**config.mk**
```make
export PLATFORM = sky130hd
export DESIGN_NAME = adder_array_pipe
export DESIGN_NICKNAME = d
export VERILOG_FILES = /design/src/rtl/adder_array_pipe_pkg.sv /design/src/rtl/adder_array_pipe_lane.sv /design/src/rtl/adder_array_pipe.sv
export SDC_FILE = /design/constraint.sdc
export NUM_CORES = 1
export LEC_CHECK = 0
export ABC_AREA = 1
export CORE_MARGIN = 10
export CORE_UTILIZATION = 40
export CTS_BUF_LIST = sky130_fd_sc_hd__clkbuf_16
export DETAILED_ROUTE_END_ITERATION = 8
export PLACE_DENSITY = 0.63
export SLEW_MARGIN = 20
export SYNTH_ARGS = -nofsm -noshare
export SYNTH_HDL_FRONTEND = slang
export SYNTH_HIERARCHICAL = 1
export SYNTH_SLANG_ARGS = --single-unit
export TNS_END_PERCENT = 5
```
**constraint.sdc**
```tcl
create_clock -name clk -period 4.7 [get_ports clk]
set_input_delay 0.705 -clock clk [delete_from_list [all_inputs] [get_ports clk]]
set_output_delay 0.705 -clock clk [all_outputs]
set_load 0.01 [all_outputs]
```
**src/rtl/adder_array_pipe_pkg.sv**
```systemverilog
// Shared definitions for the adder array: default parameter values,
// the operation encoding and the cmd decoding rule (CMD_ALL = NUM_CH).
package adder_array_pipe_pkg;

  localparam int DEF_BIT_WIDTH = 32;
  localparam int DEF_NUM_CH    = 4;
  localparam int DEF_CMD_W     = 3;

  typedef enum logic {
    OP_ADD = 1'b0,
    OP_SUB = 1'b1
  } op_e;

  // The cmd value that enables every channel at once.
  function automatic int cmd_all(input int num_ch);
    return num_ch;
  endfunction

  // A lane is enabled when cmd names it directly or names all channels.
  // Any other cmd value is a no-op that still travels down the pipe.
  function automatic logic lane_enabled(input int cmd_val, input int lane, input int num_ch);
    return (cmd_val == lane) || (cmd_val == cmd_all(num_ch));
  endfunction

endpackage

```
**src/rtl/adder_array_pipe_lane.sv**
```systemverilog
// Single-channel two-stage split adder. Stage 1 adds the low half and keeps
// the carry plus the (possibly inverted) high operands; stage 2 finishes the
// high half and derives the unsigned carry/borrow flag.
module adder_lane
  import adder_array_pipe_pkg::*;
#(
  parameter int BIT_WIDTH = DEF_BIT_WIDTH
) (
  input  logic                 clk,
  input  logic                 reset_n,
  input  logic                 s1_load,
  input  logic                 s2_load,
  input  logic                 en,
  input  op_e                  op,
  input  logic [BIT_WIDTH-1:0] a,
  input  logic [BIT_WIDTH-1:0] b,
  output logic [BIT_WIDTH-1:0] dout,
  output logic                 overflow
);

  localparam int HALF = BIT_WIDTH / 2;

  logic [BIT_WIDTH-1:0] b_eff;
  logic [HALF:0]        lo_sum;
  logic [HALF:0]        hi_sum;
  logic [HALF-1:0]      lo_q;
  logic [HALF-1:0]      a_hi_q;
  logic [HALF-1:0]      b_hi_q;
  logic                 carry_q;
  logic                 en_q;
  op_e                  op_q;
  logic                 ovf_next;

  // Subtraction is a + ~b + 1: invert b here and inject the +1 as carry-in.
  assign b_eff  = (op == OP_SUB) ? ~b : b;
  assign lo_sum = {1'b0, a[HALF-1:0]} + {1'b0, b_eff[HALF-1:0]} + {{HALF{1'b0}}, (op == OP_SUB)};

  // Stage 1: capture the low-half sum, its carry and the high operands.
  always_ff @(posedge clk or negedge reset_n) begin
    if (!reset_n) begin
      lo_q    <= '0;
      carry_q <= 1'b0;
      a_hi_q  <= '0;
      b_hi_q  <= '0;
      en_q    <= 1'b0;
      op_q    <= OP_ADD;
    end else if (s1_load) begin
      lo_q    <= lo_sum[HALF-1:0];
      carry_q <= lo_sum[HALF];
      a_hi_q  <= a[BIT_WIDTH-1:HALF];
      b_hi_q  <= b_eff[BIT_WIDTH-1:HALF];
      en_q    <= en;
      op_q    <= op;
    end
  end

  assign hi_sum = {1'b0, a_hi_q} + {1'b0, b_hi_q} + {{HALF{1'b0}}, carry_q};
  // A missing carry-out on subtract means the result borrowed.
  assign ovf_next = (op_q == OP_SUB) ? ~hi_sum[HALF] : hi_sum[HALF];

  // Stage 2: finish the high half; a disabled lane reports zero.
  always_ff @(posedge clk or negedge reset_n) begin
    if (!reset_n) begin
      dout     <= '0;
      overflow <= 1'b0;
    end else if (s2_load) begin
      dout     <= en_q ? {hi_sum[HALF-1:0], lo_q} : '0;
      overflow <= en_q & ovf_next;
    end
  end

endmodule

```
**src/rtl/adder_array_pipe.sv**
```systemverilog
// Array of NUM_CH split adders behind one valid/ready pipeline. The
// handshake, stage valid bits and the saturating overflow counter are shared
// by all lanes; the lanes only hold datapath registers.
module adder_array_pipe
  import adder_array_pipe_pkg::*;
#(
  parameter int BIT_WIDTH = DEF_BIT_WIDTH,
  parameter int NUM_CH    = DEF_NUM_CH,
  parameter int CMD_W     = DEF_CMD_W
) (
  input  logic                        clk,
  input  logic                        reset_n,
  input  logic                        in_valid,
  output logic                        in_ready,
  input  logic [CMD_W-1:0]            cmd,
  input  logic                        sub,
  input  logic [NUM_CH*BIT_WIDTH-1:0] ain,
  input  logic [NUM_CH*BIT_WIDTH-1:0] bin,
  output logic                        out_valid,
  input  logic                        out_ready,
  output logic [NUM_CH*BIT_WIDTH-1:0] dout,
  output logic [NUM_CH-1:0]           overflow,
  output logic [15:0]                 ovf_count
);

  logic s1_valid;
  logic s2_adv;
  logic s1_adv;
  logic in_fire;
  logic out_fire;
  op_e  op;

  // Stage 2 can take new data when it is empty or its result leaves now;
  // in_ready depends only on state and out_ready, never on in_valid.
  assign s2_adv   = !out_valid || out_ready;
  assign s1_adv   = s1_valid && s2_adv;
  assign in_ready = !s1_valid || s2_adv;
  assign in_fire  = in_valid && in_ready;
  assign out_fire = out_valid && out_ready;
  assign op       = sub ? OP_SUB : OP_ADD;

  // Stage 1 valid: set on accept, cleared when it moves on without refill.
  always_ff @(posedge clk or negedge reset_n) begin
    if (!reset_n) begin
      s1_valid <= 1'b0;
    end else if (in_fire) begin
      s1_valid <= 1'b1;
    end else if (s1_adv) begin
      s1_valid <= 1'b0;
    end
  end

  // Stage 2 valid: follows stage 1 whenever stage 2 may advance, else holds.
  always_ff @(posedge clk or negedge reset_n) begin
    if (!reset_n) begin
      out_valid <= 1'b0;
    end else if (s2_adv) begin
      out_valid <= s1_valid;
    end
  end

  // Count delivered results that flagged any carry/borrow, saturating.
  always_ff @(posedge clk or negedge reset_n) begin
    if (!reset_n) begin
      ovf_count <= '0;
    end else if (out_fire && (|overflow) && (ovf_count != 16'hFFFF)) begin
      ovf_count <= ovf_count + 16'd1;
    end
  end

  genvar gi;
  generate
    for (gi = 0; gi < NUM_CH; gi++) begin : g_lane
      logic lane_en;
      assign lane_en = lane_enabled(int'(cmd), gi, NUM_CH);

      adder_lane #(
        .BIT_WIDTH(BIT_WIDTH)
      ) u_lane (
        .clk      (clk),
        .reset_n  (reset_n),
        .s1_load  (in_fire),
        .s2_load  (s1_adv),
        .en       (lane_en),
        .op       (op),
        .a        (ain[gi*BIT_WIDTH +: BIT_WIDTH]),
        .b        (bin[gi*BIT_WIDTH +: BIT_WIDTH]),
        .dout     (dout[gi*BIT_WIDTH +: BIT_WIDTH]),
        .overflow (overflow[gi])
      );
    end
  endgenerate

endmodule

```
* Word level (Yosys, flattened, before mapping) *
Cells that the tools add are included.

storage, ports and cells
  bits in registers = 351
  bits of input ports = 264
  word-level logic and storage cells = 97

operators by class
  $add $sub $neg = 17
  eq/ne operators = 5
  mux-type cells = 15
  bitwise gates (word level) = 12
  reduce and logical (&&, ||, !) cells = 16

operator list
  operator                                                                count
  32-bit two-way mux                                                      8
  16-bit by 16-bit adder with 17-bit output                               8
  17-bit by 1-bit adder with 17-bit output                                8
  32-bit inverter                                                         4
  16-bit by 1-bit adder with 16-bit output (second input constant)        1
  16-bit inequality test (second input constant)                          1
  3-bit equality test (second input constant)                             3
  1-bit two-way mux                                                       7
  1-bit logical OR                                                        6
  1-bit logical AND                                                       5
  1-bit AND                                                               4
  1-bit inverter                                                          4
  4-bit OR reduction                                                      1
  3-bit by 2-bit equality test with 1-bit output (second input constant)  1
  3-bit logical NOT                                                       1
  1-bit logical NOT                                                       2
  2-bit nonzero test                                                      1

* Longest topological paths before layout *
Gate-level depths: netlist of the first run.

  depth after elaboration = 5
  mapped depth = 16
  depth with buffers taken out = 15

* Cells and area by module *
Netlist of the first run, hierarchy kept.

modules (own cells, without submodules)
  module                             times used  cells an instance  area each (µm²)  seq. area each (µm²)
  adder_lane (g_lane[0].u_lane ...)  2           642                5082.4           2102.0
  adder_lane (g_lane[2].u_lane)      1           648                5069.9           2102.0
  adder_lane (g_lane[3].u_lane)      1           648                5039.8           2102.0
  adder_array_pipe                   1           178                1187.4           450.4

* Worst setup path after synthesis of the first run *
Ideal clock, no wire load.

  path type = in2reg
  start = in sub
  end = reg g_lane[2].u_lane.lo_q[14]
  arrival time = 2.221 ns
  data required time = 4.583 ns
  slack = 2.361 ns
  stages on the path = 14
  path buffers = 2
  path through = buf_6 -> buf_4 -> xnor2_1 -> fa_1 -> inv_1 -> nand2_1 -> o21ai_2 -> nand2_2 -> nand2_4 -> nand2_2 -> nand2_1 -> nand2_1 -> nand3_1 -> nand2_1

between the ends
  word-level cells in the longest chain between the ends = 4

ends and longest elaborated chain
  element                                       RTL line                     source
  start: declaration                            adder_array_pipe.sv:16       input logic sub,
  1-bit two-way mux (*)                         adder_array_pipe.sv:40       assign op = sub ? OP_SUB : OP_ADD;
  32-bit two-way mux                            adder_array_pipe_lane.sv:35  assign b_eff = (op == OP_SUB) ? ~b : b;
  16-bit by 16-bit adder with 17-bit output     adder_array_pipe_lane.sv:36  assign lo_sum = {1'b0, a[HALF-1:0]} + {1'b0, b_eff[HALF-1:0]} + {{HALF{1'b0}}, (op == OP_SUB)};
  17-bit by 1-bit adder with 17-bit output (*)  adder_array_pipe_lane.sv:36
  end signal: assignment                        adder_array_pipe_lane.sv:48  lo_q <= lo_sum[HALF-1:0];
  end: declaration                              adder_array_pipe_lane.sv:26  logic [HALF-1:0] lo_q;

Every way passes the cells marked *; elsewhere a longest branch is shown, timed or not.
A chain may end at the register's enable or synchronous reset.

* Final worst setup path of the first run *
  start = in out_ready
  end = reg g_lane[2].u_lane.dout[13]

between the ends
  word-level cells in the longest chain between the ends = 2

ends and longest elaborated chain
  element                 RTL line                     source
  start: declaration      adder_array_pipe.sv:20       input logic out_ready,
  1-bit logical OR        adder_array_pipe.sv:35       assign s2_adv = !out_valid || out_ready;
  1-bit logical AND       adder_array_pipe.sv:36       assign s1_adv = s1_valid && s2_adv;
  named net s1_adv        adder_array_pipe.sv:28       logic s1_adv;
  end signal: assignment  adder_array_pipe_lane.sv:67  dout <= en_q ? {hi_sum[HALF-1:0], lo_q} : '0;
  end: declaration        adder_array_pipe_lane.sv:17  output logic [BIT_WIDTH-1:0] dout,

The timed path passes the listed nets, and every way through them passes these cells.

==> results.cfg, run 1 <==
[status]
outcome = completed

[power_and_ir_drop]
power.static_leakage_uw = 0.0138
power.ir.vdd_worst_uv = 255
power.density_nw_per_um2 = 400
finalPower_uw = 11000

[synth]
synth_area_per_cell_um2 = 7.78
yosysWarnings = 6
synth_cells = 2758
synth_seq_cells = 354
synthMuxAreaShare = 0
synth_compound_area_frac = 0.113
synth_edf_count = 0
synth-xor-area-share = 0.0612
synth_ff_type = sky130_fd_sc_hd__dfrtp_1
synth_simple_gate_area_frac = 0.266
synthDistinctLibCells = 40
post_synth_net_total = 3155
combinational_family_with_the_most_area_after_synthesis = simple AND/OR/NAND/NOR gates
synth.yosys.seq_area_share = 0.413
synthArstFlopShare = 1.00
adder_cell_fraction_of_synth_area = 0.0817
synthesis.area_um2 = 21500

[sta]
slew_headroom = 0.289
fin_crit_ns = 2.97
final-max-slew-violation-count = 0
max_freq_mhz = 337
report.final.setup_viol = 0
tightest_slew_ns = 1.06
finalSetupTns_ns = 0
finalHoldViolCount = 0
final.setup_skew_ns = 0.0179
grt_setup_unrepaired = false
final.period_utilization = 0.631

[cts]
path_clk_slew_ns = 0.06
cts-htree-levels = 2
cts_hold_repair.buffers = 0
clock_sink_count = 354
resized_after_cts = 0
cts_buffer_depth = 3
tritoncts = built
cts_post_setup_buffers_inserted = 0
worstSkewPairLatency_ns = 0.57
tritoncts.num_buffers = 41
ctsRootBufferMaster = sky130_fd_sc_hd__clkbuf_16

[layout]
antenna_cells = 0
area_growth_pct = 28.4
drive_above_1_share = 0.0591
area_occupied_by_multi_input_gates_um2 = 11200
fillers = 5098
final_common_cell = sky130_fd_sc_hd__nand2_1
number_of_nets_in_the_layout = 3548
most-common-layout-cells = sky130_fd_sc_hd__nand2_1 (977), sky130_fd_sc_hd__clkdlybuf4s50_1 (411), sky130_fd_sc_hd__dfrtp_1 (354)
area.sequential_um2 = 8860
final_util = 0.521

[worst_setup_path]
setup.worst_path.start_class = input pin
critical_path.slowest_cell = sky130_fd_sc_hd__clkinv_1
timing_worst_setup_path_type = in2reg
critical_path_required_ns = 5.13
crit_chain = clkdlybuf4s50_1 > inv_1 > a21oi_2 > buf_4 > clkinv_1 > a22o_1
crit_path_max_incr_delay_ns = 0.79
worst_setup_path_end_kind = flop
arrival_ns = 3.40
worst-path-max-fanout = 33
reg2reg_slack_ns = 2.01
critical_path.reg2reg.endpoint = g_lane[2].u_lane/dout[13]
worst_r2r_startpoint = out_valid
rr_worst_depth = 4

[routing]
detail_route.drc_violations = 0
routed-via-count = 19300
detailed_router_iteration_count_before_antenna_repair = 5
route.antenna.remaining_nets = 0
viasPerCell = 5.00
detail_route.wirelength_um = 69700
detailedRoute.firstIterationViolations = 1116
wl_per_cell_um = 18.0

[placement]
place_congestion = 0.928
port_buffer_cells = 413
hpwlAfterDp_um = 55100

[floorplan]
rows = 84
core-area_um2 = 52900
design.die.area_um2 = 63300
fp.dieH_um = 252
initial_utilization = 0.406
fp.dieW_um = 252
design.portCount = 414

[grt]
grt_pass1_vias = 19600
globalRouteTotalUtil = 0.215
grt_first_pass_wirelength_um = 110000
aggregate_global_routing_overflow = 0
grt_max_degree = 110
antenna_found_initial = 9

[flow_run]
max_cap_violations = 0

[hold_path]
hold_path_class = in2async
-- critical path, delay by kind of cell --
kind                   cells  cell delay, ns
AOI/OAI and AO/OA          2            1.01
buffers and inverters      4            1.67
-- through the flow --
stage / worst slack, ns / hold slack, ns / instance area (um2) / cells
floorplan: 2.36 / 0.409 / 21500 / 2758
global placement: 1.46 / 0.452 / 26200 / 3796
detailed placement: 1.41 / 0.456 / 26200 / 3796
CTS: 1.99 / 0.159 / 27600 / 3870
global route: 1.56 / 0.201 / 27600 / 3870
finish: 1.73 / 0.113 / 27600 / 3870
-- cell type report --
| cell class | instances | area share |
|---|---|---|
| clock buffer | 43 | 0.0390 |
| timing repair buffer | 429 | 0.155 |
| inverter | 267 | 0.0366 |
| multi-input combinational | 2058 | 0.407 |
| tap | 688 | 0.0312 |
| clock inverter | 31 | 0.0103 |
| sequential | 354 | 0.321 |
-- how the worst max path moves through the flow --
stage | slack (ns) | end | cells past startpoint | start
finish | 1.73 | g_lane[2].u_lane/dout[13] | 6 | out_ready
global route | 1.56 | g_lane[2].u_lane/dout[13] | 6 | out_ready
CTS | 1.99 | g_lane[3].u_lane/dout[29] | 7 | out_ready
detailed placement | 1.41 | g_lane[3].u_lane/dout[29] | 7 | out_ready
global placement | 1.46 | g_lane[3].u_lane/dout[24] | 7 | out_ready
floorplan | 2.36 | g_lane[2].u_lane/lo_q[14] | 14 | sub
-- state kept, by name, summed over array words and instances (netlist names) --
signal                  count
g_lane.u_lane/dout        128
g_lane.u_lane/overflow      4
g_lane.u_lane/carry_q       4
out_valid                   1
g_lane.u_lane/en_q          4
ovf_count                  16
s1_valid                    1
g_lane.u_lane/b_hi_q       64
g_lane.u_lane/lo_q         64
g_lane.u_lane/op_q          4
g_lane.u_lane/a_hi_q       64
-- cell usage after synthesis (all sizes together) (14+ instances only) --
| library cell | count | share of area |
|---|---|---|
| dfrtp | 354 | 0.41 |
| nand3 | 163 | 0.039 |
| a21oi | 151 | 0.037 |
| a22o | 56 | 0.023 |
| nand3b | 14 | 0.0049 |
| nand2 | 1030 | 0.19 |
| nor2 | 88 | 0.017 |
| nor3 | 24 | 0.0075 |
| nand4 | 22 | 0.0064 |
| buf | 36 | 0.011 |
| xnor2 | 92 | 0.038 |
| ha | 121 | 0.071 |
| o21ai | 193 | 0.045 |
| inv | 264 | 0.046 |
| xor2 | 58 | 0.024 |
| clkbuf | 43 | 0.0075 |
-- power breakdown --
group          total [uW]  switching, uW  leakage, uW  internal, uW
Sequential           4070            448      0.00453          3620
Combinational        3720           2150      0.00861          1580
Clock                3230           1300     0.000690          1930
-- cells by family (layout without fill, tap and decap cells) --
family          count (synthesis)  count (layout)
buf+inv                       346             770
compound gates                421             421
fa+ha+maj                     133             133
simple gates                 1354            1354
flops                         354             354
xor+xnor                      150             150
-- per-layer routing --
layer | part of all wire | up-vias | wire length (um) | global-route usage
li1 | - | 9695 | - | -
met1 | 0.44 | 9121 | 30800 | 0.276
met2 | 0.48 | 440 | 33300 | 0.367
met3 | 0.065 | 75 | 4540 | 0.0481
met4 | 0.014 | 18 | 966 | 0.0447
met5 | 0.0016 | - | 109 | 0
No activity file was read; power rests on OpenSTA's default activity.
==> inputs of run 2 (changes only) <==
- clock period: 4.7 -> 3.02 ns (I/O delays scaled with it)
==> run 2 against run 1 <==
Effect of this change:
- power up 57%
- sequential share of layout area down 0.43 points
- non-clock buffer count rose by 24
- clock skew is 0.0032 ns lower
- utilization grew 0.71 points
- critical endpoint is now in_ready
==> results.cfg, run 2 (synthesis results as in run 1) <==
[status]
outcome = completed

[worst_setup_path]
critical_path_required_ns = 2.57
setup.worst_path.start_class = input pin
timing_worst_setup_path_type = in2out
worst-path-max-fanout = 3
arrival_ns = 1.73
worst_setup_path_end_kind = output pin

[power_and_ir_drop]
p_int_uw = 11300
power.static_leakage_uw = 0.0140
power_switching_uw = 6090
pwr-share-seq = 0.362
power.ir.vdd_worst_uv = 404
sw_frac_of_total = 0.351
p_comb_frac = 0.339
power.share.clock = 0.299
power.density_nw_per_um2 = 621
finalPower_uw = 17300

[cts]
clock_sink_count = 354
tritoncts = built
cts_buffer_depth = 3
tritoncts.num_buffers = 43
cts-htree-levels = 2
worstSkewPairLatency_ns = 0.56
path_clk_slew_ns = 0.06
cts_post_setup_buffers_inserted = 0
ctsRootBufferMaster = sky130_fd_sc_hd__clkbuf_16

[grt]
globalRouteTotalUtil = 0.219
grt_pass1_vias = 19800
grt_max_degree = 78
grt_first_pass_wirelength_um = 111000
aggregate_global_routing_overflow = 0
antenna_found_initial = 9

[layout]
drive_above_1_share = 0.0667
largest-register = g_lane.u_lane/dout
largest_reg_flops = 128
number_of_nets_in_the_layout = 3574
most-common-layout-cells = sky130_fd_sc_hd__nand2_1 (977), sky130_fd_sc_hd__clkdlybuf4s50_1 (411), sky130_fd_sc_hd__dfrtp_1 (354)
area_growth_pct = 30.2
fillers = 5027
final_common_cell = sky130_fd_sc_hd__nand2_1

[sta]
final-max-slew-violation-count = 0
finalHoldViolCount = 0
tightest_slew_ns = 0.728
slew_headroom = 0.514
finalSetupTns_ns = 0
grt_setup_unrepaired = false
final.setup_skew_ns = 0.0147
fin_crit_ns = 2.18
max_freq_mhz = 458
report.final.setup_viol = 0
final.period_utilization = 0.723

[routing]
viasPerCell = 5.04
routed-via-count = 19600
detailedRoute.firstIterationViolations = 1267
route.antenna.remaining_nets = 0
detail_route.drc_violations = 0
detail_route.wirelength_um = 70100
wl_per_cell_um = 18.0
detailed_router_iteration_count_before_antenna_repair = 5

[floorplan]
rows = 84
initial_utilization = 0.406
fp.dieH_um = 252
design.die.area_um2 = 63300
core-area_um2 = 52900
fp.dieW_um = 252
design.portCount = 414

[placement]
place_congestion = 0.935
hpwlAfterDp_um = 54800
port_buffer_cells = 413

[hold_path]
hold_path_class = in2reg

[flow_run]
max_cap_violations = 0
## run 2: power by group through the flow
stage               Clock [uW]  Combinational (uW)  Sequential, uW
floorplan                    0                3400            6310
global placement             0                5810            6340
detailed placement           0                5880            6350
CTS                       5310                5910            6290
global route              5510                6610            6380
finish                    5190                5880            6280
## run 2: per-layer routing
layer  up-vias  GRT usage  wire, um
li1       9733          -         -
met1      9290      0.286     31300
met2       509      0.362     32800
met3       102     0.0461      4340
met4        14     0.0589      1620
met5         -          0        73
## run 2: timing repair
action | 4_1_cts | 5_1_grt
resized for setup | 0 | 0
hold buffers | 1 | 0
hold endpoints to repair | 60 | 0
## run 2: critical path, stage by stage
cell and delay, ns:
sky130_fd_sc_hd__clkdlybuf4s50_1 0.49, sky130_fd_sc_hd__inv_1 0.08, sky130_fd_sc_hd__nand3_1 0.13, sky130_fd_sc_hd__clkdlybuf4s50_1 0.57
## run 2: path summary, 6_finish.rpt
check                                    startpoint                     endpoint  slack, ns  cells past startpoint
max reg2reg                g_lane[1].u_lane/carry_q    g_lane[1].u_lane/dout[28]       0.93                     13
max                                       out_ready                     in_ready       0.84                      4
min in group asynchronous                   reset_n    g_lane[0].u_lane/dout[28]       0.46                      2
max in group asynchronous                   reset_n    g_lane[1].u_lane/lo_q[15]       1.66                      3
min reg2reg                g_lane[3].u_lane/lo_q[0]     g_lane[3].u_lane/dout[0]       0.47                      2
min                                             sub  g_lane[3].u_lane/b_hi_q[15]       0.41                      3
## run 2: final cells by class
type | instances | area (um2) | area share
multi-input combinational | 2058 | 11200 | 0.401
tap | 688 | 861 | 0.0308
clock inverter | 32 | 273 | 0.00976
sequential | 354 | 8860 | 0.317
timing repair buffer | 453 | 4590 | 0.164
clock buffer | 45 | 1130 | 0.0403
antenna | 3 | 7.51 | 0.000269
inverter | 267 | 1000 | 0.0360
## run 2: stage by stage
| step | instances | cell area (um2) | hold slack [ns] | utilization | setup WS [ns] |
|---|---|---|---|---|---|
| 2_1_floorplan | 2758 | 21500 | 0.157 | - | 0.933 |
| 3_3_place_gp | 3819 | 26500 | 0.456 | 0.502 | 0.417 |
| 3_5_place_dp | 3819 | 26500 | 0.461 | 0.502 | 0.422 |
| 4_1_cts | 3897 | 27900 | 0.375 | 0.528 | 0.795 |
| 5_1_grt | 3898 | 27900 | 0.407 | 0.528 | 0.701 |
| 6_report | 3900 | 27900 | 0.413 | 0.528 | 0.836 |
==> inputs of run 3 (changes only) <==
- clock period: 3.02 -> 2.25 ns (I/O delays scaled with it)
==> run 3 against run 2 <==
Effect of this change:
- count of clock-buffer cells in the layout is 4 lower
- non-clock buffer count is 70 higher
- first-iteration DRC count is 10% lower
- largest cell class unchanged
- sequential power is 34% higher
- clock skew is 0.012 ns higher
- critical endpoint is now g_lane[1].u_lane/overflow
- global-route usage hardly changed
- highest routed layer unchanged
- combinational power is 38% higher
==> results.cfg, run 3 (synthesis results as in run 1) <==
[status]
outcome = completed

[layout]
area_growth_pct = 32.5
final_common_cell = sky130_fd_sc_hd__nand2_1
fillers = 4932
drive_above_1_share = 0.0859
most-common-layout-cells = sky130_fd_sc_hd__nand2_1 (974), sky130_fd_sc_hd__clkdlybuf4s50_1 (411), sky130_fd_sc_hd__dfrtp_1 (354)
final_util = 0.538
largest_reg_flops = 128
finalNonFillerCells = 3963
largest-register = g_lane.u_lane/dout
area.sequential_um2 = 8860
number_of_nets_in_the_layout = 3642
area_occupied_by_multi_input_gates_um2 = 11200

[worst_setup_path]
worst_setup_path_end_kind = flop
timing.critical_path.mode_cell = sky130_fd_sc_hd__nand2_1
critical_path_buf_inv_count = 2
timing_worst_setup_path_type = reg2reg
worst-path-max-fanout = 4
crit_path_max_incr_delay_ns = 0.39
critical-path-top-delay-family = simple AND/OR/NAND/NOR gates
rr_worst_depth = 13
crit_cells = 13
crit_chain = fa_1 > inv_1 > fa_1 > inv_1 > nand3_1 > nand2_1 > nand3_1 > nand2_1 > nand2_1 > nand2_1 > nand2_1 > nand3_1 > nand2_1
setup.worst_path.start_class = flop
arrival_ns = 2.56
critical_path_required_ns = 2.71
critical_path.slowest_cell = sky130_fd_sc_hd__dfrtp_1

[hold_path]
hold_path_class = in2async

[sta]
max_freq_mhz = 475
final.period_utilization = 0.935
tightest_slew_ns = 0.641
finalSetupTns_ns = 0
report.final.setup_viol = 0
slew_headroom = 0.572
final-max-slew-violation-count = 0
final.setup_skew_ns = 0.0264
smallest_setup_slack_after_layout_ns = 0.146
fin_crit_ns = 2.10
finalHoldViolCount = 0

[routing]
detailedRoute.firstIterationViolations = 1134
detail_route.drc_violations = 0
viasPerCell = 5.00
route.antenna.remaining_nets = 0
routed-via-count = 19800
detailed_router_iteration_count_before_antenna_repair = 5
wl_per_cell_um = 17.7
detail_route.wirelength_um = 70000

[power_and_ir_drop]
p_int_uw = 15100
power.density_nw_per_um2 = 819
p_comb_frac = 0.349
power.share.clock = 0.289
power.ir.vdd_worst_uv = 459
power_switching_uw = 8170
pwr-share-seq = 0.362
power.static_leakage_uw = 0.0143
finalPower_uw = 23300
sw_frac_of_total = 0.351

[floorplan]
fp.dieW_um = 252
design.die.area_um2 = 63300
core-area_um2 = 52900
rows = 84
initial_utilization = 0.406
design.portCount = 414
fp.dieH_um = 252

[cts]
cts_buffer_depth = 3
tritoncts = built
path_clk_slew_ns = 0.06
ctsRootBufferMaster = sky130_fd_sc_hd__clkbuf_16
tritoncts.num_buffers = 41
worstSkewPairLatency_ns = 0.57
cts_post_setup_buffers_inserted = 0
clock_sink_count = 354
cts-htree-levels = 2

[placement]
preCtsSetupSlack_ns = -0.173
port_buffer_cells = 413
hpwlAfterDp_um = 55500
place_congestion = 0.919
place.detailed.instances = 3889

[flow_run]
max_cap_violations = 0

[grt]
grt_first_pass_wirelength_um = 111000
aggregate_global_routing_overflow = 0
globalRouteTotalUtil = 0.218
grt_pass1_vias = 20000
antenna_found_initial = 9
grt_max_degree = 56
==> run 3: cell count changes in the layout (fill, tap and decap cells not counted), moves of 2 or more <==
cell | previous run | this run
sky130_fd_sc_hd__buf_4 | 27 | 93
sky130_fd_sc_hd__buf_12 | 12 | 16
sky130_fd_sc_hd__inv_1 | 250 | 246
sky130_fd_sc_hd__clkinv_2 | 11 | 7
sky130_fd_sc_hd__clkinv_1 | 10 | 14
sky130_fd_sc_hd__clkinvlp_4 | 2 | 0
sky130_fd_sc_hd__nand2_2 | 48 | 51
sky130_fd_sc_hd__nand2_1 | 977 | 974
sky130_fd_sc_hd__inv_6 | 0 | 2
sky130_fd_sc_hd__clkbuf_16 | 45 | 41
==> run 3: worst reg2reg max path, stage by stage, from the launching register on <==
cell,delay (ns)
sky130_fd_sc_hd__dfrtp_1,0.39
sky130_fd_sc_hd__fa_1,0.22
sky130_fd_sc_hd__inv_1,0.06
sky130_fd_sc_hd__fa_1,0.35
sky130_fd_sc_hd__inv_1,0.10
sky130_fd_sc_hd__nand3_1,0.08
sky130_fd_sc_hd__nand2_1,0.15
sky130_fd_sc_hd__nand3_1,0.10
sky130_fd_sc_hd__nand2_1,0.16
sky130_fd_sc_hd__nand2_1,0.10
sky130_fd_sc_hd__nand2_1,0.07
sky130_fd_sc_hd__nand2_1,0.04
sky130_fd_sc_hd__nand3_1,0.10
sky130_fd_sc_hd__nand2_1,0.06
==> run 3: final cells by class <==
cell class	instances	area share
diodes	2	0.000176
clock buffers	41	0.0361
clock inverters	30	0.0103
inverters	267	0.0353
multi-input cells	2058	0.394
flip-flops and latches	354	0.312
well taps	688	0.0303
repair buffers	523	0.182
==> run 3: metrics by stage <==
step | instance area, um2 | hold WS (ns)
2_1_floorplan | 21500 | 0.0419
3_3_place_gp | 27100 | 0.316
3_5_place_dp | 27100 | 0.307
4_1_cts | 28400 | 0.277
5_1_grt | 28400 | 0.303
6_report | 28400 | 0.289
==> run 3: timing repair <==
action,CTS,global route
hold endpoints to repair,37,0
resized for setup,0,3
hold buffers,1,0
setup endpoints to repair,0,4
==> run 3: worst paths after layout <==
check                                          from                          end  slack, ns
max                        g_lane[1].u_lane/carry_q    g_lane[1].u_lane/overflow       0.15
max reg2reg                g_lane[1].u_lane/carry_q    g_lane[1].u_lane/overflow       0.15
min in group clk                            ain[57]   g_lane[1].u_lane/a_hi_q[9]       0.30
max in group asynchronous                   reset_n   g_lane[3].u_lane/a_hi_q[4]       1.09
min                                         reset_n  g_lane[0].u_lane/a_hi_q[12]       0.29
min reg2reg                g_lane[1].u_lane/lo_q[7]     g_lane[1].u_lane/dout[7]       0.47
==> run 3: power by group through the flow <==
stage / clock network, uW / logic (uW) / registers [uW]
6_report: 6730 / 8140 / 8420
5_1_grt: 7150 / 9150 / 8570
4_1_cts: 6910 / 8170 / 8430
3_5_place_dp: 0 / 8130 / 8520
3_3_place_gp: 0 / 8040 / 8500
2_1_floorplan: 0 / 4570 / 8470
==> run 3: routing by layer <==
| layer | vias up | GRT usage | routed length [um] |
|---|---|---|---|
| met5 | - | 0 | 66 |
| met4 | 14 | 0.0592 | 1500 |
| met3 | 95 | 0.0555 | 5190 |
| met2 | 555 | 0.363 | 32600 |
| met1 | 9279 | 0.278 | 30700 |
| li1 | 9877 | - | - |
